### src/rtl/mem_arb_pkg.sv
// Shared definitions for the two-port memory arbiter: FSM encoding,
// requester indices and default bus widths.
package mem_arb_pkg;

   typedef enum logic [1:0] {
      IDLE    = 2'd0,
      ISSUE   = 2'd1,
      CAPTURE = 2'd2
   } state_t;

   localparam logic REQ_CPU = 1'b0;
   localparam logic REQ_AUX = 1'b1;

   localparam int DEF_ADDR_W = 4;
   localparam int DEF_DATA_W = 4;

endpackage

### src/rtl/mem_arb_if.sv
// Requester and memory-side signals of the arbiter. The slave modport is the
// arbiter's view; the master modport is the requesters plus the memory.
interface mem_arb_if #(
   parameter int ADDR_W = mem_arb_pkg::DEF_ADDR_W,
   parameter int DATA_W = mem_arb_pkg::DEF_DATA_W
);
   logic              req0, req1;
   logic              we0, we1;
   logic [ADDR_W-1:0] addr0, addr1;
   logic [DATA_W-1:0] wdata0, wdata1;
   logic              gnt0, gnt1;
   logic              done0, done1;
   logic [DATA_W-1:0] rdata0, rdata1;
   logic              mem_clk;
   logic              mem_we;
   logic [ADDR_W-1:0] mem_addr;
   logic [DATA_W-1:0] mem_data;
   logic [DATA_W-1:0] mem_out;

   modport slave (
      input  req0, req1, we0, we1, addr0, addr1, wdata0, wdata1, mem_out,
      output gnt0, gnt1, done0, done1, rdata0, rdata1,
             mem_clk, mem_we, mem_addr, mem_data
   );

   modport master (
      output req0, req1, we0, we1, addr0, addr1, wdata0, wdata1, mem_out,
      input  gnt0, gnt1, done0, done1, rdata0, rdata1,
             mem_clk, mem_we, mem_addr, mem_data
   );
endinterface

### src/rtl/mem_arb_pick.sv
// Combinational winner select. MEM_ARB_RR_EN selects round-robin tie-break
// on `last`; otherwise requester 0 always wins a tie.
module mem_arb_pick
   import mem_arb_pkg::*;
(
   input  logic req0,
   input  logic req1,
   input  logic last,
   output logic valid,
   output logic win
);

`ifdef MEM_ARB_RR_EN
   always_comb begin
      valid = req0 | req1;
      win   = REQ_CPU;
      if (req0 && req1) begin
         // Tie goes to whoever was not served last.
         win = ~last;
      end else if (req1) begin
         win = REQ_AUX;
      end
   end
`else
   logic unused_last;
   assign unused_last = last;

   always_comb begin
      valid = req0 | req1;
      win   = (req1 && !req0) ? REQ_AUX : REQ_CPU;
   end
`endif

endmodule

### src/rtl/mem_arb.sv
// Two-port arbiter and three-phase access sequencer for the shared data memory.
// Define MEM_ARB_RR_EN for round-robin tie-break; default is fixed priority.
module mem_arb
   import mem_arb_pkg::*;
#(
   parameter int ADDR_W = DEF_ADDR_W,
   parameter int DATA_W = DEF_DATA_W
) (
   input logic       clk,
   input logic       reset,
   mem_arb_if.slave  bus
);

   state_t            state, state_n;
   logic              valid, win, last;
   logic              cur, cur_n;
   logic              we_l, we_n;
   logic              gnt0_n, gnt1_n, done0_n, done1_n;
   logic              mem_clk_n, mem_we_n;
   logic [ADDR_W-1:0] addr_n;
   logic [DATA_W-1:0] data_n;
   logic [DATA_W-1:0] rdata0_n, rdata1_n;

   mem_arb_pick u_pick (
      .req0  (bus.req0),
      .req1  (bus.req1),
      .last  (last),
      .valid (valid),
      .win   (win)
   );

`ifdef MEM_ARB_RR_EN
   always_ff @(posedge clk) begin
      if (reset) begin
         last <= REQ_AUX;
      end else if (state == IDLE && valid) begin
         last <= win;
      end
   end
`else
   assign last = REQ_AUX;
`endif

   always_ff @(posedge clk) begin
      if (reset) begin
         state <= IDLE;
      end else begin
         state <= state_n;
      end
   end

   // Outputs are computed one state ahead so that every port is registered;
   // the address/data latch doubles as mem_addr/mem_data, loaded at grant.
   always_comb begin
      state_n   = state;
      cur_n     = cur;
      we_n      = we_l;
      gnt0_n    = 1'b0;
      gnt1_n    = 1'b0;
      done0_n   = 1'b0;
      done1_n   = 1'b0;
      mem_clk_n = 1'b0;
      mem_we_n  = 1'b0;
      addr_n    = bus.mem_addr;
      data_n    = bus.mem_data;
      rdata0_n  = bus.rdata0;
      rdata1_n  = bus.rdata1;
      case (state)
         IDLE: begin
            if (valid) begin
               state_n = ISSUE;
               cur_n   = win;
               if (win == REQ_AUX) begin
                  gnt1_n = 1'b1;
                  we_n   = bus.we1;
                  addr_n = bus.addr1;
                  data_n = bus.wdata1;
               end else begin
                  gnt0_n = 1'b1;
                  we_n   = bus.we0;
                  addr_n = bus.addr0;
                  data_n = bus.wdata0;
               end
            end
         end
         ISSUE: begin
            state_n   = CAPTURE;
            mem_clk_n = 1'b1;
            mem_we_n  = we_l;
         end
         CAPTURE: begin
            state_n = IDLE;
            if (cur == REQ_AUX) begin
               done1_n = 1'b1;
               if (!we_l) rdata1_n = bus.mem_out;
            end else begin
               done0_n = 1'b1;
               if (!we_l) rdata0_n = bus.mem_out;
            end
         end
         default: state_n = IDLE;
      endcase
   end

   always_ff @(posedge clk) begin
      if (reset) begin
         cur          <= REQ_CPU;
         we_l         <= 1'b0;
         bus.gnt0     <= 1'b0;
         bus.gnt1     <= 1'b0;
         bus.done0    <= 1'b0;
         bus.done1    <= 1'b0;
         bus.mem_clk  <= 1'b0;
         bus.mem_we   <= 1'b0;
         bus.mem_addr <= '0;
         bus.mem_data <= '0;
         bus.rdata0   <= '0;
         bus.rdata1   <= '0;
      end else begin
         cur          <= cur_n;
         we_l         <= we_n;
         bus.gnt0     <= gnt0_n;
         bus.gnt1     <= gnt1_n;
         bus.done0    <= done0_n;
         bus.done1    <= done1_n;
         bus.mem_clk  <= mem_clk_n;
         bus.mem_we   <= mem_we_n;
         bus.mem_addr <= addr_n;
         bus.mem_data <= data_n;
         bus.rdata0   <= rdata0_n;
         bus.rdata1   <= rdata1_n;
      end
   end

endmodule

### src/flat_wrapper.sv
// flat-port wrapper written by rule: the top's interface ports become plain ports
module mem_arb_flat import mem_arb_pkg::*;
#(
   parameter int ADDR_W = DEF_ADDR_W,
   parameter int DATA_W = DEF_DATA_W
)
  (clk, reset, bus_req0, bus_req1, bus_we0, bus_we1, bus_addr0, bus_addr1, bus_wdata0, bus_wdata1, bus_mem_out, bus_gnt0, bus_gnt1, bus_done0, bus_done1, bus_rdata0, bus_rdata1, bus_mem_clk, bus_mem_we, bus_mem_addr, bus_mem_data);
  mem_arb_if #(.ADDR_W(ADDR_W), .DATA_W(DATA_W)) bus_i ();
  input logic clk;
  input logic reset;
  input wire logic [$bits(bus_i.req0)-1:0] bus_req0;
  input wire logic [$bits(bus_i.req1)-1:0] bus_req1;
  input wire logic [$bits(bus_i.we0)-1:0] bus_we0;
  input wire logic [$bits(bus_i.we1)-1:0] bus_we1;
  input wire logic [$bits(bus_i.addr0)-1:0] bus_addr0;
  input wire logic [$bits(bus_i.addr1)-1:0] bus_addr1;
  input wire logic [$bits(bus_i.wdata0)-1:0] bus_wdata0;
  input wire logic [$bits(bus_i.wdata1)-1:0] bus_wdata1;
  input wire logic [$bits(bus_i.mem_out)-1:0] bus_mem_out;
  output wire logic [$bits(bus_i.gnt0)-1:0] bus_gnt0;
  output wire logic [$bits(bus_i.gnt1)-1:0] bus_gnt1;
  output wire logic [$bits(bus_i.done0)-1:0] bus_done0;
  output wire logic [$bits(bus_i.done1)-1:0] bus_done1;
  output wire logic [$bits(bus_i.rdata0)-1:0] bus_rdata0;
  output wire logic [$bits(bus_i.rdata1)-1:0] bus_rdata1;
  output wire logic [$bits(bus_i.mem_clk)-1:0] bus_mem_clk;
  output wire logic [$bits(bus_i.mem_we)-1:0] bus_mem_we;
  output wire logic [$bits(bus_i.mem_addr)-1:0] bus_mem_addr;
  output wire logic [$bits(bus_i.mem_data)-1:0] bus_mem_data;
  assign bus_i.req0 = bus_req0;
  assign bus_i.req1 = bus_req1;
  assign bus_i.we0 = bus_we0;
  assign bus_i.we1 = bus_we1;
  assign bus_i.addr0 = bus_addr0;
  assign bus_i.addr1 = bus_addr1;
  assign bus_i.wdata0 = bus_wdata0;
  assign bus_i.wdata1 = bus_wdata1;
  assign bus_i.mem_out = bus_mem_out;
  assign bus_gnt0 = bus_i.gnt0;
  assign bus_gnt1 = bus_i.gnt1;
  assign bus_done0 = bus_i.done0;
  assign bus_done1 = bus_i.done1;
  assign bus_rdata0 = bus_i.rdata0;
  assign bus_rdata1 = bus_i.rdata1;
  assign bus_mem_clk = bus_i.mem_clk;
  assign bus_mem_we = bus_i.mem_we;
  assign bus_mem_addr = bus_i.mem_addr;
  assign bus_mem_data = bus_i.mem_data;
  mem_arb #(.ADDR_W(ADDR_W), .DATA_W(DATA_W)) u_core (.clk(clk), .reset(reset), .bus(bus_i));
endmodule
### config.mk
export PLATFORM = sky130hd
export DESIGN_NAME = mem_arb_flat
export DESIGN_NICKNAME = d
export VERILOG_FILES = /design/src/rtl/mem_arb_pkg.sv /design/src/rtl/mem_arb_if.sv /design/src/rtl/mem_arb_pick.sv /design/src/rtl/mem_arb.sv /design/src/flat_wrapper.sv
export SDC_FILE = /design/constraint.sdc
export NUM_CORES = 1
export LEC_CHECK = 0
export BUFFER_PORTS_ARGS = -buffer_cell sky130_fd_sc_hd__buf_2
export CORE_ASPECT_RATIO = 1.1
export CORE_MARGIN = 5
export CORE_UTILIZATION = 48
export DETAILED_ROUTE_END_ITERATION = 8
export GPL_ROUTABILITY_DRIVEN = 0
export PLACE_DENSITY = 0.91
export RECOVER_POWER = 25
export SLEW_MARGIN = 5
export SYNTH_ARGS = -nofsm -noshare
export SYNTH_HDL_FRONTEND = slang
export SYNTH_SLANG_ARGS = --single-unit
### constraint.sdc
create_clock -name clk -period 3.66 [get_ports clk]
set_input_delay 0.732 -clock clk [delete_from_list [all_inputs] [get_ports clk]]
set_output_delay 0.732 -clock clk [all_outputs]
set_load 0.01 [all_outputs]
== After elaboration in Yosys (flattened, before gate mapping) ==
Index checks and enable logic that the tools add are counted.

* Register bits: 26
* Output and inout port bits: 22
* Logic and storage cells: 43

* Equality and inequality tests: 3
* Multiplexer cells: 11
* Bitwise gates (word level): 7
* Reductions and logical operators: 9

{| class="wikitable"
|+ Operators with widths
! cell !! number
|-
| 4-bit 2-to-1 mux || 2
|-
| 1-bit 2-to-1 mux || 7
|-
| 1-bit inverter || 6
|-
| 3-bit AND reduction || 2
|-
| 2-bit one-hot mux with 2 select lines || 1
|-
| 2-bit OR reduction || 2
|-
| 3-bit OR reduction || 1
|-
| 2-bit by 1-bit equality test with 1-bit output (second input constant) || 1
|-
| 2-bit equality test (second input constant) || 1
|-
| 2-bit zero test || 1
|-
| 2-bit 2-to-1 mux || 1
|-
| 2-bit != test (second input constant) || 1
|-
| 2-bit AND reduction || 1
|-
| 1-bit logical AND || 1
|-
| 1-bit zero test || 1
|-
| 1-bit bitwise OR || 1
|}

== Logic depth before layout (Yosys ltp) ==
Gate-level depths: netlist of run 1.

* Depth in word-level cells: 4
* Depth in mapped cells: 5

== By module ==
From an unflattened synthesis of run 1, not the netlist that was laid out.

* Cells, all modules: 91
* Area total of the unflattened synthesis: 1018.5 um^2

{| class="wikitable"
|+ Modules (own cells, without submodules)
! module !! instances !! cells an instance !! area an instance (um^2)
|-
| mem_arb || 1 || 89 || 1006.0
|-
| mem_arb_pick || 1 || 2 || 12.5
|}

== Worst setup path before layout of run 1 ==
OpenSTA, ideal clock, no wires.

* Path type: input to register
* Start: in bus_req0
* End: reg u_core.bus.mem_addr[0] in the netlist's numbering
* Library setup time: 149 ps
* Data arrival time: 1367 ps
* Setup slack: 2145 ps
* Stages: 4
* Path buffers: 1
* Cells stage by stage: or2_2 > buf_2 > a21oi_1 > a311oi_1

* Longest elaborated chain between the ends: 4
* Elaborated cells between the ends (all ways): 6
* Classes of those cells: mux (2); bitwise (1); reduce/logical (3)

{| class="wikitable"
|+ RTL lines
! element !! RTL line !! text
|-
| start, declared || flat_wrapper.sv:11 || <nowiki>input wire logic [$bits(bus_i.req0)-1:0] bus_req0;</nowiki>
|-
| 1-bit zero test || mem_arb_pick.sv:30 || <nowiki>win = (req1 && !req0) ? REQ_AUX : REQ_CPU;</nowiki>
|-
| 1-bit logical AND || mem_arb_pick.sv:30 ||
|-
| 1-bit 2-to-1 mux || mem_arb_pick.sv:30 ||
|-
| 4-bit 2-to-1 mux || mem_arb.sv:73 || <nowiki>if (win == REQ_AUX) begin</nowiki>
|-
| end signal, assigned || mem_arb.sv:128 || <nowiki>bus.mem_addr <= addr_n;</nowiki>
|-
| end, declared || mem_arb_if.sv:23 || <nowiki>mem_clk, mem_we, mem_addr, mem_data</nowiki>
|}

Parallel ways exist; a longest one is shown, timed or not.
A chain may end at the register's enable or synchronous reset.

== Worst setup path in the final report of run 1 ==
* Start: reg u_core.state[1]
* End: reg u_core.bus.rdata0[1]

* Longest elaborated chain between the ends: 2

{| class="wikitable"
|+ RTL lines
! element !! RTL line !! text
|-
| start, declared || mem_arb.sv:14 || <nowiki>state_t state, state_n;</nowiki>
|-
| start signal, assigned || mem_arb.sv:48 || <nowiki>state <= state_n;</nowiki>
|-
| 2-bit equality test || mem_arb.sv:68 || <nowiki>case (state)</nowiki>
|-
| 3-bit AND reduction (no source line) || -- ||
|-
| end signal, assigned || mem_arb.sv:130 || <nowiki>bus.rdata0 <= rdata0_n;</nowiki>
|-
| end, declared || mem_arb_if.sv:22 || <nowiki>output gnt0, gnt1, done0, done1, rdata0, rdata1,</nowiki>
|}

No other way between the ends.

==> metrics.txt, run 1 <==
run status=completed; Reg clk slew, reported paths=0.14 ns; Bufs on Longest Clock Path=2; Min-Delay Startpoint=u_core.cur$_SDFFE_PP0P_; area post-placement=1240 um^2; worst-margin pin slew=1.16 ns; CTS tree=yes; ant diodes=0; Net Switching=0.000149 W; Reg power frac=0.524; fin. max-slew vios=0; worst rel slew slack=0.218; r2r endpoint=u_core.bus.rdata0[1]$_SDFFE_PP0P_; Yosys top cell area share=0.505; largest area contributor in the netlist=dfxtp_1; Crit. End Element=flip-flop; top cells by count, synth=dfxtp_1 (26), nand2_1 (19), nor2_1 (11), a21oi_1 (10), a311oi_1 (9); Synthesized Nets=134; Worst Hold Depth=1; Final ANT Viol Nets=0; Unique masters post-synth=22; Synth area leaders=dfxtp_1 (50%), mux2i_1 (7.8%), a311oi_1 (7.6%), nand2_1 (6.9%), a21oi_1 (4.9%); number of synthesized flops with an enable pin=0; Mean Syn Cell Area=9.55 um^2; Crit Path Max Fanout=9; Max IR drop VDD=0.264 mV; drt first pass iters=4; routed wl met3=142 um; Max H-tree Level=1; Max Used Layer=met4; RSZ-0062 raised after global routing=false; Setup-failing EPs final=0; max_cap viols=0; YS warnings=0; Seq cells post-synth=26; sum of negative setup slack=0 ns; Design Area, Final=1270 um^2; boundary pin count=48; P_int=0.000450 W; post-layout minimum cycle time=1.95 ns; Syn Std Cell Area=1030 um^2; ys flop type=dfxtp_1; via count=951; setup ws final=1.71 ns; net switching share of the total power=0.249; first-pass GRT wire length=4.22 mm; # DRC=0; crit path DAT=2.14 ns; postcts setup bufs=0; largest net degree at the start of global routing=26; wire per inst=14.7 um; Reg2Reg Setup Slack=1.71 ns; met2 routed WL=1.41 mm; Overall Global Routing Usage=0.179; CTS sink count=26; DRT met1 WL=978 um; later-pin clock latency in the skew report=0.32 ns; vias in the first global route=980; vias per inst=5.37; post-synthesis sequential area ratio=0.505; detailed placer's ending HPWL=1.94 mm; Resize count post-CTS=0; Worst Path Required=3.86 ns; CP Class=flip-flop to flip-flop; Startpoint Class=flip-flop; antenna violations before repair=0; count leader, synth=dfxtp_1; Async SR Flop Fraction=0; Hold-fix buffers, CTS=0; IO Port Bufs=47; Cells after Synth=108; Period Utilization, post-route=0.532; Fmax=0.514 GHz; pwr/cell area=471 nW/um^2; root buffer selected by CTS=clkbuf_4; initial core utilization=0.510; full die area=3180 um^2; P&R area growth vs syn=23.3%; Hold WS=0.497 ns; DR iter-0 viols=22; pre-CTS setup slack=1.65 ns; row cnt=17; core area=2020 um^2; Comb pwr share=0.146; Die Height=58.6 um; Post-Route Skew=0.00647 ns; R2R depth=3; part of the power in the clock network=0.330; die width=54.2 um; Worst Hold End=u_core.bus.done0$_SDFF_PP0_; total wire length=2.60 mm; layout cells sized above 1=0.336; # nets final=176; LEAKAGE=0.568 nW; total grt overflow=0; HP Class=flip-flop to flip-flop; reg2reg start=u_core.state[1]$_SDFFE_PP0P_; Fin. Hold Viols=0; Num CTS Buffers=3
[layer usage]
metal | vias up | global-route usage
li1 | 461 | -
met1 | 450 | 0.186
met2 | 34 | 0.326
met3 | 6 | 0.0203
met4 | 0 | 0.114
met5 | - | 0
[power by group through the flow]
| stage | sequential, W | clock [W] | combinational [W] |
|---|---|---|---|
| after floorplan | 0.000323 | 0 | 0.0000525 |
| after global placement | 0.000320 | 0 | 0.0000842 |
| after detailed placement | 0.000321 | 0 | 0.0000883 |
| after CTS | 0.000315 | 0.000199 | 0.0000889 |
| after global routing | 0.000316 | 0.000211 | 0.0000961 |
| final | 0.000314 | 0.000197 | 0.0000876 |
[metrics by stage]
| stage | utilization | total power [W] | std cells |
|---|---|---|---|
| after floorplan | - | 0.000376 | 108 |
| after global placement | 0.612 | 0.000404 | 173 |
| after detailed placement | 0.612 | 0.000409 | 173 |
| after CTS | 0.638 | 0.000603 | 177 |
| after global routing | 0.629 | 0.000624 | 177 |
| final | 0.629 | 0.000599 | 177 |
[kinds of logic (layout without fill, tap and decap cells)]
group                  count (synthesis)  after routing  share of synthesized area
AND/OR/NAND/NOR                       44             44                      0.223
multiplexers                           8              8                     0.0777
buffers and inverters                 10             51                     0.0619
flip-flops                            26             26                      0.505
AO/OA/AOI/OAI                         20             20                      0.132
[how the worst max path moves through the flow]
stage | startpoint | end | slack, ns | cells past startpoint
2_1_floorplan | bus_req0 | u_core.bus.mem_addr[0]$_SDFFE_PP0P_ | 2.14 | 4
3_3_place_gp | bus_req1 | u_core.we_l$_SDFFE_PP0P_ | 1.80 | 4
3_5_place_dp | bus_req1 | u_core.bus.mem_addr[0]$_SDFFE_PP0P_ | 1.65 | 4
4_1_cts | u_core.state[1]$_SDFFE_PP0P_ | u_core.bus.rdata1[3]$_SDFFE_PP0P_ | 1.81 | 3
5_1_grt | u_core.state[1]$_SDFFE_PP0P_ | u_core.bus.rdata0[1]$_SDFFE_PP0P_ | 1.61 | 3
6_report | u_core.state[1]$_SDFFE_PP0P_ | u_core.bus.rdata0[1]$_SDFFE_PP0P_ | 1.71 | 3
[cells in the final DEF (no fill, tap or decap), drive strengths merged]
| cell | synthesis | layout |
|---|---|---|
| nor3b | 2 | 2 |
| o31ai | 1 | 1 |
| nor4bb | 2 | 2 |
| nand2b | 1 | 1 |
| a311oi | 9 | 9 |
| mux2i | 8 | 8 |
| nand2 | 19 | 19 |
| clkbuf | 3 | 6 |
| nor2 | 11 | 11 |
| bufinv | 0 | 1 |
| nor2b | 1 | 1 |
| and2 | 1 | 1 |
| nor4b | 2 | 2 |
| a21oi | 10 | 10 |
| nor3 | 3 | 3 |
| nand3 | 1 | 1 |
| or2 | 1 | 1 |
| dfxtp | 26 | 26 |
| buf | 7 | 44 |
[critical path, cell delays in order (launching register included)]
cell and delay [ns]:
dfxtp_1 0.51, nor4b_1 0.97, mux2i_1 0.29, nor2_1 0.05
[registers in the layout, indices dropped and copies added (netlist names), 2 cells and up]
register and cells:
u_core.state 2, u_core.bus.rdata0 4, u_core.bus.mem_data 4, u_core.bus.rdata1 4, u_core.bus.mem_addr 4
[final cells by class]
class	count	area [um^2]
well taps	28	35.0
flip-flops and latches	26	520
repair buffers	47	231
clock buffers	3	22.5
clock inverters	1	30.0
fillers	173	749
multi-input cells	72	432
No activity file was read; power rests on OpenSTA's default activity.
==> run 2: changes to the inputs <==
--- a/config.mk
+++ b/config.mk
@@ -8,10 +8,10 @@
 export BUFFER_PORTS_ARGS = -buffer_cell sky130_fd_sc_hd__buf_2
 export CORE_ASPECT_RATIO = 1.1
 export CORE_MARGIN = 5
-export CORE_UTILIZATION = 48
+export CORE_UTILIZATION = 45
 export DETAILED_ROUTE_END_ITERATION = 8
 export GPL_ROUTABILITY_DRIVEN = 0
-export PLACE_DENSITY = 0.91
+export PLACE_DENSITY = 0.87
 export RECOVER_POWER = 25
 export SLEW_MARGIN = 5
 export SYNTH_ARGS = -nofsm -noshare
==> constraint.sdc (replaced) <==
create_clock -name clk -period 1.8 [get_ports clk]
set_input_delay 0.36 -clock clk [delete_from_list [all_inputs] [get_ports clk]]
set_output_delay 0.36 -clock clk [all_outputs]
set_load 0.01 [all_outputs]
==> metrics.txt, run 2 (same netlist as run 1, synthesis figures left out) <==
Post-Route Skew=0.00226 ns (-0.00420 ns); Die Height=60.2 um (+2.7%); CTS tree=yes; postcts setup bufs=0 (unchanged); Max IR drop VDD=0.404 mV (+53%); via count=946 (-0.53%); Reg2Reg Setup Slack=0.35 ns (-1.37 ns); die width=55.6 um (+2.7%); CTS sink count=26 (unchanged); r2r endpoint=u_core.bus.rdata1[0]$_SDFFE_PP0P_; antenna violations before repair=0 (unchanged); DR iter-0 viols=17 (-23%); vias per inst=5.23 (-2.7%); initial core utilization=0.462 (-0.0478); commonest non-fill, non-tap cell in the layout=buf_2; reg2reg start=u_core.state[1]$_SDFFE_PP0P_; most frequent cells in the layout=buf_2 (40), dfxtp_1 (26), nand2_1 (19); row cnt=18 (+1); # nets final=179 (+1.7%); R2R depth=4 (+1); met2 routed WL=1.22 mm (-13%); Resize count post-CTS=0 (unchanged); CP Class=flip-flop to flip-flop; Num CTS Buffers=3 (unchanged); wire per inst=13.4 um (-9.2%); later-pin clock latency in the skew report=0.30 ns (-0.02 ns); post-layout minimum cycle time=1.45 ns (-0.493 ns); root buffer selected by CTS=clkbuf_4; Bufs on Longest Clock Path=2 (unchanged); max_cap viols=0 (unchanged); Setup crit start=u_core.state[1]$_SDFFE_PP0P_; routed wl met3=198 um (+39%); Max H-tree Level=1 (unchanged); full die area=3350 um^2 (+5.5%); LEAKAGE=0.555 nW (-2.3%); pre-CTS setup slack=0.359 ns (-1.29 ns); crit path DAT=1.65 ns (-0.49 ns); Design Area, Final=1280 um^2 (+0.39%); Hold-fix buffers, CTS=0 (unchanged); P&R area growth vs syn=23.8%; Fmax=0.688 GHz (+34%); detailed placer's ending HPWL=1.83 mm (-5.5%); Core Util, Final=0.572 (-0.0567); largest net degree at the start of global routing=26 (unchanged); Final ANT Viol Nets=0 (unchanged); IO Port Bufs=47 (unchanged); Startpoint Class=flip-flop; setup ws final=0.347 ns (-1.37 ns); vias in the first global route=946 (-3.5%); DRT met1 WL=965 um (-1.3%); first-pass GRT wire length=4.01 mm (-4.9%); Overall Global Routing Usage=0.151 (-0.0277); Period Utilization, post-route=0.808 (+0.276); termination of the worst setup path=u_core.bus.rdata1[0]$_SDFFE_PP0P_; non-filler instance count after layout=181 (+2.3%); Setup-failing EPs final=0 (unchanged); Max Used Layer=met4; area post-placement=1260 um^2 (+2.0%); core area=2230 um^2 (+10%); Crit. End Element=flip-flop; HP Class=input port to flip-flop; boundary pin count=48 (unchanged); sum of negative setup slack=0 ns (unchanged); worst rel slew slack=0.646 (+0.428); # placed instances=178 (+2.9%); total grt overflow=0 (unchanged); RSZ-0062 raised after global routing=false; Fin. Hold Viols=0 (unchanged); Reg clk slew, reported paths=0.12 ns (-0.02 ns); layout cells sized above 1=0.325 (-0.0111); worst-margin pin slew=0.528 ns (-0.629 ns); run status=completed; ant diodes=0 (unchanged); pwr/cell area=822 nW/um^2 (+74%); drt first pass iters=4 (unchanged); Worst Path Required=1.99 ns (-1.87 ns); total wire length=2.42 mm (-7.1%); # DRC=0 (unchanged); Crit Path Max Fanout=9 (unchanged); fin. max-slew vios=0 (unchanged)
==> run 2: cell count changes in the layout (fill, tap and decap cells not counted) <==
cell | previous run | this run
bufinv_16 | 1 | 0
buf_2 | 44 | 40
nor4b_1 | 2 | 1
clkbuf_1 | 3 | 7
buf_4 | 0 | 3
nor4b_4 | 0 | 1
==> run 2: worst min path at each step <==
stage / start / endpoint / slack (ns) / cells past startpoint
2_1_floorplan: u_core.cur$_SDFFE_PP0P_ / u_core.bus.done0$_SDFF_PP0_ / 0.51 / 1
3_3_place_gp: u_core.bus.rdata1[1]$_SDFFE_PP0P_ / u_core.bus.rdata1[1]$_SDFFE_PP0P_ / 0.47 / 2
3_5_place_dp: u_core.bus.rdata0[3]$_SDFFE_PP0P_ / u_core.bus.rdata0[3]$_SDFFE_PP0P_ / 0.48 / 2
4_1_cts: bus_wdata1[2] / u_core.bus.mem_data[2]$_SDFFE_PP0P_ / 0.29 / 3
5_1_grt: bus_wdata1[2] / u_core.bus.mem_data[2]$_SDFFE_PP0P_ / 0.30 / 3
6_report: bus_wdata1[2] / u_core.bus.mem_data[2]$_SDFFE_PP0P_ / 0.30 / 3
==> run 2: report_power, final <==
| part | leakage [nW] | internal, W | switching (W) |
|---|---|---|---|
| Sequential | 0.213 | 0.000612 | 0.0000292 |
| Clock | 0.0138 | 0.0000781 | 0.000149 |
| Combinational | 0.328 | 0.0000822 | 0.0000983 |
==> run 2: area by class of cell <==
class / count / area, um^2
flip-flops and latches: 26 / 520
multi-input cells: 72 / 447
fillers: 206 / 953
repair buffers: 50 / 249
clock buffers: 3 / 22.5
well taps: 30 / 37.5
==> run 2: critical path: stages, from the launching register on <==
cell,delay [ns]
dfxtp_1,0.51
nor4bb_1,0.36
buf_4,0.21
mux2i_1,0.20
nor2_1,0.06
==> run 2: metrics by stage <==
| step | hold WS [ns] | power (W) |
|---|---|---|
| after floorplan | 0.505 | 0.000764 |
| after global placement | 0.467 | 0.000827 |
| after detailed placement | 0.482 | 0.000836 |
| after CTS | 0.294 | 0.00106 |
| after global routing | 0.297 | 0.00110 |
| final | 0.300 | 0.00105 |
==> run 2: per-layer routing <==
| layer | vias to the layer above | global-route usage |
|---|---|---|
| met1 | 435 | 0.162 |
| met3 | 4 | 0.0432 |
| met2 | 40 | 0.279 |
| met5 | - | 0 |
| li1 | 467 | - |
| met4 | 0 | 0.0694 |
==> run 3: changes to the inputs <==
--- a/config.mk
+++ b/config.mk
@@ -8,10 +8,10 @@
 export BUFFER_PORTS_ARGS = -buffer_cell sky130_fd_sc_hd__buf_2
 export CORE_ASPECT_RATIO = 1.1
 export CORE_MARGIN = 5
-export CORE_UTILIZATION = 45
+export CORE_UTILIZATION = 40
 export DETAILED_ROUTE_END_ITERATION = 8
 export GPL_ROUTABILITY_DRIVEN = 0
-export PLACE_DENSITY = 0.87
+export PLACE_DENSITY = 0.82
 export RECOVER_POWER = 25
 export SLEW_MARGIN = 5
 export SYNTH_ARGS = -nofsm -noshare
==> constraint.sdc (replaced) <==
create_clock -name clk -period 1.2 [get_ports clk]
set_input_delay 0.24 -clock clk [delete_from_list [all_inputs] [get_ports clk]]
set_output_delay 0.24 -clock clk [all_outputs]
set_load 0.01 [all_outputs]
==> metrics.txt, run 3 (same netlist as run 1, synthesis figures left out) <==
run status=finished, violations left; failing checks=negative setup slack; pre-CTS setup slack=-0.132 ns (-0.492 ns); row cnt=19 (+1); largest net degree at the start of global routing=19 (-27%); non-filler instance count after layout=193 (+6.6%); ant diodes=0 (unchanged); # DRC=0 (unchanged); Reg2Reg Setup Slack=-0.03 ns (-0.38 ns); RSZ-0062 raised after global routing=true; Startpoint Class=flip-flop; Post-Route Skew=0.000434 ns (-0.00183 ns); Crit Path Max Fanout=4 (-5); setup ws final=-0.0288 ns (-0.375 ns); GR Layer Usage met1=0.159 (-0.00254); root buffer selected by CTS=clkbuf_4; met3 Resource Use GR=0.0408 (-0.00238); antenna violations before repair=0 (unchanged); Num CTS Buffers=3 (unchanged); LEAKAGE=0.647 nW (+17%); pwr/cell area=1300 nW/um^2 (+58%); termination of the worst setup path=u_core.bus.rdata1[0]$_SDFFE_PP0P_; detailed placer's ending HPWL=1.98 mm (+8.0%); max_cap viols=0 (unchanged); Bufs on Longest Clock Path=2 (unchanged); HP Class=input port to flip-flop; via count=976 (+3.2%); full die area=3690 um^2 (+10%); fillers=247 (+20%); Period Utilization, post-route=1.02 (+0.217); DR iter-0 viols=16 (-1); core area=2500 um^2 (+12%); Fmax=0.814 GHz (+18%); commonest non-fill, non-tap cell in the layout=buf_2; fin. max-slew vios=0 (unchanged); initial core utilization=0.413 (-0.0494); Die Height=63.2 um (+5.1%); Overall Global Routing Usage=0.145 (-0.00672); boundary pin count=48 (unchanged); Final ANT Viol Nets=0 (unchanged); Fin. Hold Viols=0 (unchanged); later-pin clock latency in the skew report=0.31 ns (about the same); R2R depth=4 (unchanged); Crit. End Element=flip-flop; die width=58.4 um (+5.0%); # nets final=189 (+5.6%); CP Class=flip-flop to flip-flop; worst-margin pin slew=0.365 ns (-0.163 ns); Setup crit start=u_core.cur$_SDFFE_PP0P_; crit path DAT=1.45 ns (-0.20 ns); IO Port Bufs=47 (unchanged); vias in the first global route=964 (+1.9%); GR peak layer=met2; Max H-tree Level=1 (unchanged); worst rel slew slack=0.757 (+0.111); Worst Path Required=1.42 ns (-0.57 ns); # placed instances=188 (+5.6%); r2r endpoint=u_core.bus.rdata1[0]$_SDFFE_PP0P_; total grt overflow=0 (unchanged); CTS tree=yes; CTS sink count=26 (unchanged); Max IR drop VDD=0.813 mV (+100%); Setup-failing EPs final=3 (+3); Reg clk slew, reported paths=0.13 ns (about the same); P&R area growth vs syn=40.3%; drt first pass iters=4 (unchanged); first-pass GRT wire length=4.24 mm (+5.7%); post-layout minimum cycle time=1.23 ns (-0.225 ns); layout cells sized above 1=0.432 (+0.108); wire per inst=13.2 um (-1.4%); most frequent cells in the layout=buf_2 (44), dfxtp_1 (22), nand2_1 (19); Pwr Total=0.00188 W (+79%); vias per inst=5.06 (-3.2%); met2 Use GR=0.257 (-0.0217); reg2reg start=u_core.cur$_SDFFE_PP0P_; total wire length=2.54 mm (+5.2%)
[run 3: cell count changes in the layout (fill, tap and decap cells not counted), sizes merged]
cell / previous run / this run
buf: 43 / 56
bufinv: 0 / 1
clkbuf: 10 / 7
[run 3: timing repair]
item | 4_1_cts | 5_1_grt
setup buffers | 0 | 1
pin swaps | 3 | 5
hold buffers | 0 | 0
gates resized for setup | 10 | 4
endpoints found under the setup margin | 13 | 17
[run 3: critical path, cell delays in order, from the launching register on]
cell,delay [ns]
dfxtp_4,0.40
nor4bb_4,0.29
buf_4,0.19
mux2i_1,0.21
nor2_1,0.05
[run 3: report_power, final]
| part | total (W) | switching [W] | internal, W |
|---|---|---|---|
| logic | 0.000342 | 0.000165 | 0.000176 |
| clock network | 0.000576 | 0.000238 | 0.000337 |
| registers | 0.000961 | 0.0000439 | 0.000917 |
[run 3: layout make-up]
type | instances | area (um^2) | area share
Sequential cell | 26 | 533 | 0.369
Clock inverter | 1 | 30.0 | 0.0208
Multi-Input combinational cell | 72 | 477 | 0.330
Tap cell | 31 | 38.8 | 0.0268
Clock buffer | 3 | 22.5 | 0.0156
Timing Repair Buffer | 60 | 345 | 0.239
[run 3: stage by stage]
| stage | instance area (um^2) | setup TNS (ns) | hold WS (ns) | util |
|---|---|---|---|---|
| 2_1_floorplan | 1030 | 0 | 0.387 | - |
| 3_3_place_gp | 1330 | -0.596 | 0.468 | 0.533 |
| 3_5_place_dp | 1330 | -1.29 | 0.480 | 0.533 |
| 4_1_cts | 1420 | -0.0159 | 0.164 | 0.568 |
| 5_1_grt | 1450 | -1.07 | 0.161 | 0.579 |
| 6_report | 1450 | -0.0345 | 0.175 | 0.579 |
[run 3: how the worst min path moves through the flow]
| stage | startpoint | endpoint | slack (ns) | cells after the start |
|---|---|---|---|---|
| floorplan | bus_mem_out[0] | u_core.bus.rdata0[0]$_SDFFE_PP0P_ | 0.39 | 2 |
| global placement | u_core.bus.rdata0[3]$_SDFFE_PP0P_ | u_core.bus.rdata0[3]$_SDFFE_PP0P_ | 0.47 | 2 |
| detailed placement | u_core.bus.rdata1[3]$_SDFFE_PP0P_ | u_core.bus.rdata1[3]$_SDFFE_PP0P_ | 0.48 | 2 |
| CTS | bus_we0 | u_core.we_l$_SDFFE_PP0P_ | 0.16 | 3 |
| global route | bus_addr0[3] | u_core.bus.mem_addr[3]$_SDFFE_PP0P_ | 0.16 | 3 |
| finish | bus_wdata0[1] | u_core.bus.mem_data[1]$_SDFFE_PP0P_ | 0.17 | 3 |
[run 3: per-layer routing]
| metal | part of all wire | vias to the layer above |
|---|---|---|
| li1 | - | 488 |
| met1 | 0.38 | 441 |
| met2 | 0.51 | 45 |
| met3 | 0.10 | 2 |
| met5 | 0 | - |
| met4 | 0.0047 | 0 |
